## src/rtl/trimmer_pkg.sv

```systemverilog
// Shared definitions for the multi-channel data trimmer: blank pattern,
// live-sample classification and frame-length field sizing.
package trimmer_pkg;

    // Widest channel sample the helper functions can classify.
    localparam int MAX_DATA_WIDTH = 1024;

    // All-ones blank pattern occupying the low `width` bits.
    function automatic logic [MAX_DATA_WIDTH-1:0] blank(input int width);
        logic [MAX_DATA_WIDTH-1:0] pattern;
        pattern = '0;
        for (int i = 0; i < MAX_DATA_WIDTH; i++) begin
            if (i < width) begin
                pattern[i] = 1'b1;
            end
        end
        return pattern;
    endfunction

    // A sample is live when qualified and not the blank pattern. Callers
    // pad unused upper bits with ones so only the real sample bits decide.
    function automatic logic is_live(input logic [MAX_DATA_WIDTH-1:0] data,
                                     input logic                      valid);
        return valid & ~(&data);
    endfunction

    // Width needed to hold a frame length of 0..max_len.
    function automatic int cnt_width(input int max_len);
        return $clog2(max_len + 1);
    endfunction

endpackage

```

## src/rtl/trimmer_lane.sv

```systemverilog
// One trimmer channel: fixed-latency delay line, live tracking, run counter
// and the frame start/end/trunc/length flags aligned with the delayed data.
module trimmer_lane
    import trimmer_pkg::*;
#(
    parameter  int DATA_WIDTH = 64,
    parameter  int LATENCY    = 2,
    parameter  int MAX_LEN    = 256,
    localparam int CNT_WIDTH  = cnt_width(MAX_LEN)
) (
    input  logic                  clk,
    input  logic                  rst,
    input  logic [DATA_WIDTH-1:0] din,
    input  logic                  din_valid,
    output logic [DATA_WIDTH-1:0] dout,
    output logic                  trimmer_valid,
    output logic                  frame_start,
    output logic                  frame_end,
    output logic                  frame_trunc,
    output logic [CNT_WIDTH-1:0]  frame_len
);

    localparam logic [DATA_WIDTH-1:0] BLANK_WORD = DATA_WIDTH'(blank(DATA_WIDTH));
    localparam logic [CNT_WIDTH-1:0]  LEN_LIMIT  = CNT_WIDTH'(MAX_LEN);

    logic [MAX_DATA_WIDTH-1:0] din_ext;
    logic                      live_in;

    // Stage i holds the sample that entered i cycles ago; stage 0 is the
    // unregistered input and is not stored.
    logic [DATA_WIDTH-1:0] data_pipe [1:LATENCY];
    logic [LATENCY:1]      live_pipe;
    logic [LATENCY-1:0]    live_vec;

    logic                 cur_live;
    logic                 look_live;
    logic [CNT_WIDTH-1:0] run_cnt;
    logic [CNT_WIDTH-1:0] cnt_inc;
    logic                 forced_end;
    logic                 natural_end;
    logic                 end_next;
    logic                 start_next;
    logic                 trunc_next;

    // Pad the sample with ones above DATA_WIDTH so the shared classifier sees
    // only the real bits when testing for the blank pattern.
    always_comb begin
        // NOTE: give every combinationally assigned signal a full default
        // before any partial or conditional write, otherwise a latch appears.
        din_ext                   = '1;
        din_ext[DATA_WIDTH-1:0]   = din;
    end

    assign live_in   = is_live(din_ext, din_valid);
    assign live_vec  = {live_pipe[LATENCY-1:1], live_in};
    assign cur_live  = live_vec[LATENCY-1];
    assign look_live = live_vec[LATENCY-2];

    assign dout          = data_pipe[LATENCY];
    assign trimmer_valid = live_pipe[LATENCY];

    // Decide the flags for the sample about to enter the output stage.
    always_comb begin
        cnt_inc     = run_cnt + CNT_WIDTH'(1);
        forced_end  = cur_live & (cnt_inc == LEN_LIMIT);
        natural_end = cur_live & ~look_live;
        end_next    = forced_end | natural_end;
        // A forced end that is also a natural end has no follow-on sample.
        trunc_next  = forced_end & look_live;
        start_next  = cur_live & (~trimmer_valid | frame_end);
    end

    // Shift data and live bits one stage per cycle, regardless of validity.
    always_ff @(posedge clk or posedge rst) begin
        if (rst) begin
            // NOTE: the data stages are reset (not left uninitialised) because
            // the output must read as the blank pattern straight out of reset.
            for (int i = 1; i <= LATENCY; i++) begin
                data_pipe[i] <= BLANK_WORD;
            end
            live_pipe <= '0;
        end else begin
            // NOTE: registered state uses non-blocking assignment so every
            // stage samples its predecessor's value from before the edge.
            data_pipe[1] <= din;
            live_pipe[1] <= live_in;
            for (int i = 2; i <= LATENCY; i++) begin
                data_pipe[i] <= data_pipe[i-1];
                live_pipe[i] <= live_pipe[i-1];
            end
        end
    end

    // Register frame flags and length alongside the output sample; keep the
    // run counter for the frame currently being emitted.
    always_ff @(posedge clk or posedge rst) begin
        if (rst) begin
            run_cnt     <= '0;
            frame_start <= 1'b0;
            frame_end   <= 1'b0;
            frame_trunc <= 1'b0;
            frame_len   <= '0;
        end else begin
            frame_start <= start_next;
            frame_end   <= end_next;
            frame_trunc <= trunc_next;
            frame_len   <= end_next ? cnt_inc : '0;
            run_cnt     <= (end_next || !cur_live) ? '0 : cnt_inc;
        end
    end

endmodule

```

## src/rtl/multi_ch_data_trimmer.sv

```systemverilog
// Multi-channel data trimmer top: unpacks the channel buses, instantiates one
// independent trimmer lane per channel and repacks the results.
module multi_ch_data_trimmer
    import trimmer_pkg::*;
#(
    parameter  int DATA_WIDTH = 64,
    parameter  int N_CH       = 4,
    parameter  int LATENCY    = 2,
    parameter  int MAX_LEN    = 256,
    localparam int CNT_WIDTH  = cnt_width(MAX_LEN)
) (
    input  logic                       CLK,
    input  logic                       RESET,
    input  logic [N_CH*DATA_WIDTH-1:0] DIN,
    input  logic [N_CH-1:0]            DIN_VALID,
    output logic [N_CH*DATA_WIDTH-1:0] DOUT,
    output logic [N_CH-1:0]            TRIMMER_VALID,
    output logic [N_CH-1:0]            FRAME_START,
    output logic [N_CH-1:0]            FRAME_END,
    output logic [N_CH-1:0]            FRAME_TRUNC,
    output logic [N_CH*CNT_WIDTH-1:0]  FRAME_LEN
);

    if (LATENCY < 2 || LATENCY > 16) begin : g_latency_check
        $error("multi_ch_data_trimmer: LATENCY must be in 2..16");
    end
    if (MAX_LEN < 1) begin : g_max_len_check
        $error("multi_ch_data_trimmer: MAX_LEN must be 1 or more");
    end
    if (DATA_WIDTH < 1 || DATA_WIDTH > MAX_DATA_WIDTH) begin : g_width_check
        $error("multi_ch_data_trimmer: DATA_WIDTH out of supported range");
    end

    for (genvar c = 0; c < N_CH; c++) begin : g_lane
        trimmer_lane #(
            .DATA_WIDTH (DATA_WIDTH),
            .LATENCY    (LATENCY),
            .MAX_LEN    (MAX_LEN)
        ) u_lane (
            .clk           (CLK),
            .rst           (RESET),
            .din           (DIN[c*DATA_WIDTH +: DATA_WIDTH]),
            .din_valid     (DIN_VALID[c]),
            .dout          (DOUT[c*DATA_WIDTH +: DATA_WIDTH]),
            .trimmer_valid (TRIMMER_VALID[c]),
            .frame_start   (FRAME_START[c]),
            .frame_end     (FRAME_END[c]),
            .frame_trunc   (FRAME_TRUNC[c]),
            .frame_len     (FRAME_LEN[c*CNT_WIDTH +: CNT_WIDTH])
        );
    end

endmodule

```

## config.mk

```make
export PLATFORM = sky130hd
export DESIGN_NAME = multi_ch_data_trimmer
export DESIGN_NICKNAME = d
export VERILOG_FILES = /design/src/rtl/trimmer_pkg.sv /design/src/rtl/trimmer_lane.sv /design/src/rtl/multi_ch_data_trimmer.sv
export SDC_FILE = /design/constraint.sdc
export NUM_CORES = 1
export LEC_CHECK = 0
export ABC_AREA = 1
export CAP_MARGIN = 10
export CORE_AREA = 2 2 221 223
export DETAILED_ROUTE_END_ITERATION = 8
export DIE_AREA = 0 0 223 225
export GPL_TIMING_DRIVEN = 0
export HOLD_SLACK_MARGIN = 0.08
export PLACE_DENSITY_LB_ADDON = 0.15
export SKIP_LAST_GASP = 1
export SLEW_MARGIN = 20
export SYNTH_ARGS = -nofsm -noshare
export SYNTH_HDL_FRONTEND = slang
export SYNTH_SLANG_ARGS = --single-unit
```

## constraint.sdc

```tcl
create_clock -name CLK -period 23.6 [get_ports CLK]
set_clock_uncertainty 0.05 [all_clocks]
set_input_delay 4.72 -clock CLK [delete_from_list [all_inputs] [get_ports CLK]]
set_output_delay 4.72 -clock CLK [all_outputs]
set_load 0.1 [all_outputs]
```

* Yosys cells after proc, flatten, opt, wreduce, memory -nomap -nowiden
Cells that the tools add are included.
Widths: inputs -> output; s select.
** Operators by class
- Bitwise logic cells :: 40
- Add/subtract/negate cells :: 4
- Reduce and logical (&&, ||, !) cells :: 12
- Mux-type cells :: 8
- Equal/unequal tests :: 4
** Operators with widths (number)
- $reduce_and 64->1 :: 4
- $mux 9 :: 8
- $add 9x1->9 const B :: 4
- $eq 9x9->1 const B :: 4
- $and 1x1->1 :: 20
- $not 1->1 :: 12
- $or 1x1->1 :: 8
- $logic_not 1->1 :: 4
- $logic_or 1x1->1 :: 4
** Word-level totals
- Register bits after elaboration :: 604
- Bits of input ports :: 262
- Output and inout port bits :: 308
- Logic and storage cells :: 100

* Longest topological paths before layout
- Word-level depth :: 8
- Gate-level depth with buffers :: 11
- Mapped depth without buffers :: 11

* Modules after synthesis
From an unflattened synthesis, not the netlist that was laid out.
** Second synthesis, totals
- Cell total of the unflattened synthesis :: 1412
- Area total of the unflattened synthesis :: 20229.4 um^2
** By module, submodules not included
- trimmer_lane :: instances 4, cells an instance 353, sequential area each 3938.8 um^2, area each 5057.4 um^2

* Worst setup path after synthesis
No wires, ideal clock.
- Path kind :: input port to flip-flop
- Start :: in DIN[0]
- End :: reg g_lane[0].u_lane.frame_len[0]
- Cell stages on the path :: 8
- Path buffers :: 0
- Data required time :: 23.477 ns
- Arrival :: 5.632 ns
- Setup time :: 0.073 ns
- Setup slack :: 17.845 ns
- Cell sequence :: nand2_1 nor2_1 nand2_1 nor2_1 nand2_1 o21ai_0 nand2_2 a21oi_2
** On the way
- Cells in the longest elaborated chain, start to end :: 7
** RTL lines
- start: declaration :: RTL line multi_ch_data_trimmer.sv:14 : input logic [N_CH*DATA_WIDTH-1:0] DIN,
- $reduce_and 64->1 :: RTL line trimmer_pkg.sv:24 : return valid & ~(&data);
- $not 1->1 :: RTL line trimmer_pkg.sv:24
- $and 1x1->1 :: RTL line trimmer_pkg.sv:24
- $not 1->1 :: RTL line trimmer_lane.sv:66 : natural_end = cur_live & ~look_live;
- $and 1x1->1 :: RTL line trimmer_lane.sv:66
- $or 1x1->1 :: RTL line trimmer_lane.sv:67 : end_next = forced_end | natural_end;
- $mux 9 :: RTL line trimmer_lane.sv:107 : frame_len <= end_next ? cnt_inc : '0;
- end signal: assignment :: RTL line trimmer_lane.sv:107
- end: declaration :: RTL line trimmer_lane.sv:20 : output logic [CNT_WIDTH-1:0] frame_len
No other way between the ends.

* Worst setup path in the final report
- Start :: reg g_lane[2].u_lane.data_pipe, in the netlist g_lane[2].u_lane.dout[53]
- End :: out DOUT[181]
** RTL lines
- start: declaration :: RTL line trimmer_lane.sv:31 : logic [DATA_WIDTH-1:0] data_pipe [1:LATENCY];
- start signal: indexed assignment :: RTL line trimmer_lane.sv:88 : data_pipe[i] <= data_pipe[i-1];
- end: declaration :: RTL line multi_ch_data_trimmer.sv:16 : output logic [N_CH*DATA_WIDTH-1:0] DOUT,
No word-level cell between the ends.

==> impl_results.md <==
- Status: finished clean
- Post-CTS setup buffer count: 0
- Post-Place Cells: 2,621
- Antenna violations before repair: 8
- Hold Vio Cnt, Final: 0
- Post-synthesis average cell area: 14.1 um^2
- Top-area cell type share of the netlist area: 66.4%
- Clock Root Buffer: clkbuf_16
- Critical-path maximum fanout: 1
- Initial DRC count: 548
- Pwr Density: 85.2 nW/um^2
- Final setup violation count: 0
- Largest net degree at the start of global routing: 118
- Vias in the first global route: 12,400
- Num CTS Buffers: 61
- CTS tree: built
- RePlAce Congestion: 0.838
- Drt pass-1 iters: 4
- Fin Hold WS: 295 ps
- Clk slew on worst S/H paths: 60 ps
- Minimum clock period after layout: 7190 ps
- Cell taking the most area after synthesis: dfstp_2
- Period utilization: 30.5%
- Final wirelength: 47,400 um
- Most frequent cells in the layout: 568 x clkdlybuf4s50_1, 512 x dfstp_2, 272 x buf_4
- Clk sink count: 604
- Gr usage total: 19.0%
- Max Freq: 139 MHz
- Synth warn: 0
- Grt total ovfl: 0
- Die area: 50,200 um^2
- Nets: 2,339
- Pre-CTS WS: 16,840 ps
- Synthesized netlist net count: 1,702
- Dpl hpwl: 36,000 um
- Residual DRC: 0
- Die Y: 225 um
- CP Data Required Time: 18,830 ps
- Static Leak: 12.3 nW
- Final std cells w/o fill: 2,729
- Clk buf depth: 3
- Final core occ: 60.9%
- Final Max Tran Viols: 0
- DIE WIDTH: 223 um
- Via Count: 11,600
- Met3 routed WL: 4270 um
- I/O Buffers: 569
- First-pass GRT wire length: 72,300 um
- CP Launch Type: register
- Syn Inst Count: 1,432
- Final worst slack: 16,410 ps
- Max cap viols: 0
- DR top layer: met5
- # IOs: 570
- Clock latency on the worst-skew pair: 610 ps
- Peak VDD IR: 0.0602 mV
- Synth cell types: 22
- CP Data Arrival Time: 2420 ps
- Post-DR wirelength/cell: 17.4 um
- Multi-input combinational cell area: 2220 um^2
- HP Class: reg -> reg
- Row count: 80
- Via density: 4.25
- Yosys reg bits: 604
- Share of layout cells above drive strength 1: 43.1%
- Core Footprint: 47,500 um^2
- CP endpoint kind: output port
- Cell Area, Synth: 20,300 um^2
- Layout area overhead: 42.9%
- Unrepaired setup endpoints after global routing: no
- Post-synthesis sequential area ratio: 77.8%
- Area contributors post-synth: dfstp_2 66%, dfrtp_1 11%, buf_4 10%
- WL met2: 24,500 um
- Design Area, Final: 28,900 um^2
- Worst slew pin tran: 1120 ps
- Hold buffer count at CTS: 0
- Fill cells: 3,693
- WL met1: 17,600 um
- Initial cell density of the core: 42.6%
- H-Tree Depth: 2
- Total power: 2.46 mW
- Reg area: 15,800 um^2
- DRT antenna net count: 0
- Commonest non-fill, non-tap cell in the layout: clkdlybuf4s50_1
- Antenna diodes: 0
- Kind of critical path: reg -> out
- DP Area: 26,900 um^2
- Fin Setup TNS: 0 ps
- Slew margin rel.: 25.0%
- Resize count post-CTS: 0
## sequential cells by signal, summed over array words and instances (netlist names)
name,cells
g_lane.u_lane.data_pipe,256
g_lane.u_lane.dout,256
g_lane.u_lane.frame_end,4
g_lane.u_lane.frame_len,36
g_lane.u_lane.frame_start,4
g_lane.u_lane.frame_trunc,4
g_lane.u_lane.live_pipe,8
g_lane.u_lane.run_cnt,36
## where the power goes
group | internal, mW | total [mW] | leakage [nW] | switching [mW]
combinational | 0.111 | 0.356 | 4.68 | 0.244
sequential | 1.12 | 1.13 | 6.63 | 0.0146
clock | 0.596 | 0.977 | 1.03 | 0.381
## cells by family after synthesis
family	Yosys count	synth area share, %
xor gates and xnor gates	12	0.519
and+or+nand+nor	432	8.55
buffers and inverters	330	11.3
adders and majority gates	8	0.494
DFF	604	77.8
AOI/OAI and AO/OA	46	1.40
## metal layers
metal	vias up	GRT usage, %
met5	-	0
met4	16	4.74
met3	87	7.85
met2	354	33.5
met1	5725	21.5
li1	5421	-
## critical path: stages (launching register included)
cell             delay (ps)
dfstp_2                 510
buf_4                    90
clkdlybuf4s50_1        1200
## cells in the mapped netlist, drive strengths merged
master / n
dfrtp: 92
xnor2: 5
nand3b: 3
nand4: 3
a21boi: 4
nand2: 248
o21bai: 5
ha: 8
dfstp: 512
inv: 55
nand3: 20
a21oi: 31
xor2: 7
o21ai: 6
nor2: 158
buf: 275
## path summary, 6_finish.rpt
check	start	to	slack (ps)	cells past startpoint
setup / recovery	g_lane[2].u_lane.dout[53]	DOUT[181]	16410	2
hold / removal	g_lane[2].u_lane.data_pipe[116]	g_lane[2].u_lane.dout[52]	300	0
setup reg to reg	g_lane[2].u_lane.run_cnt[0]	g_lane[2].u_lane.frame_len[2]	21630	9
hold reg to reg	g_lane[2].u_lane.data_pipe[116]	g_lane[2].u_lane.dout[52]	300	0
max in group asynchronous	RESET	g_lane[2].u_lane.data_pipe[66]	17530	4
min in group asynchronous	RESET	g_lane[0].u_lane.run_cnt[8]	4600	2
## layout make-up
type	instances	share of cell area, %
tap	615	2.66
inverter	55	0.739
sequential	604	54.4
buffer	275	7.17
clock buffer	97	6.63
clock inverter	11	0.562
timing repair buffer	574	20.1
multi-input combinational	498	7.67
Power figures use the tool's default switching activity.
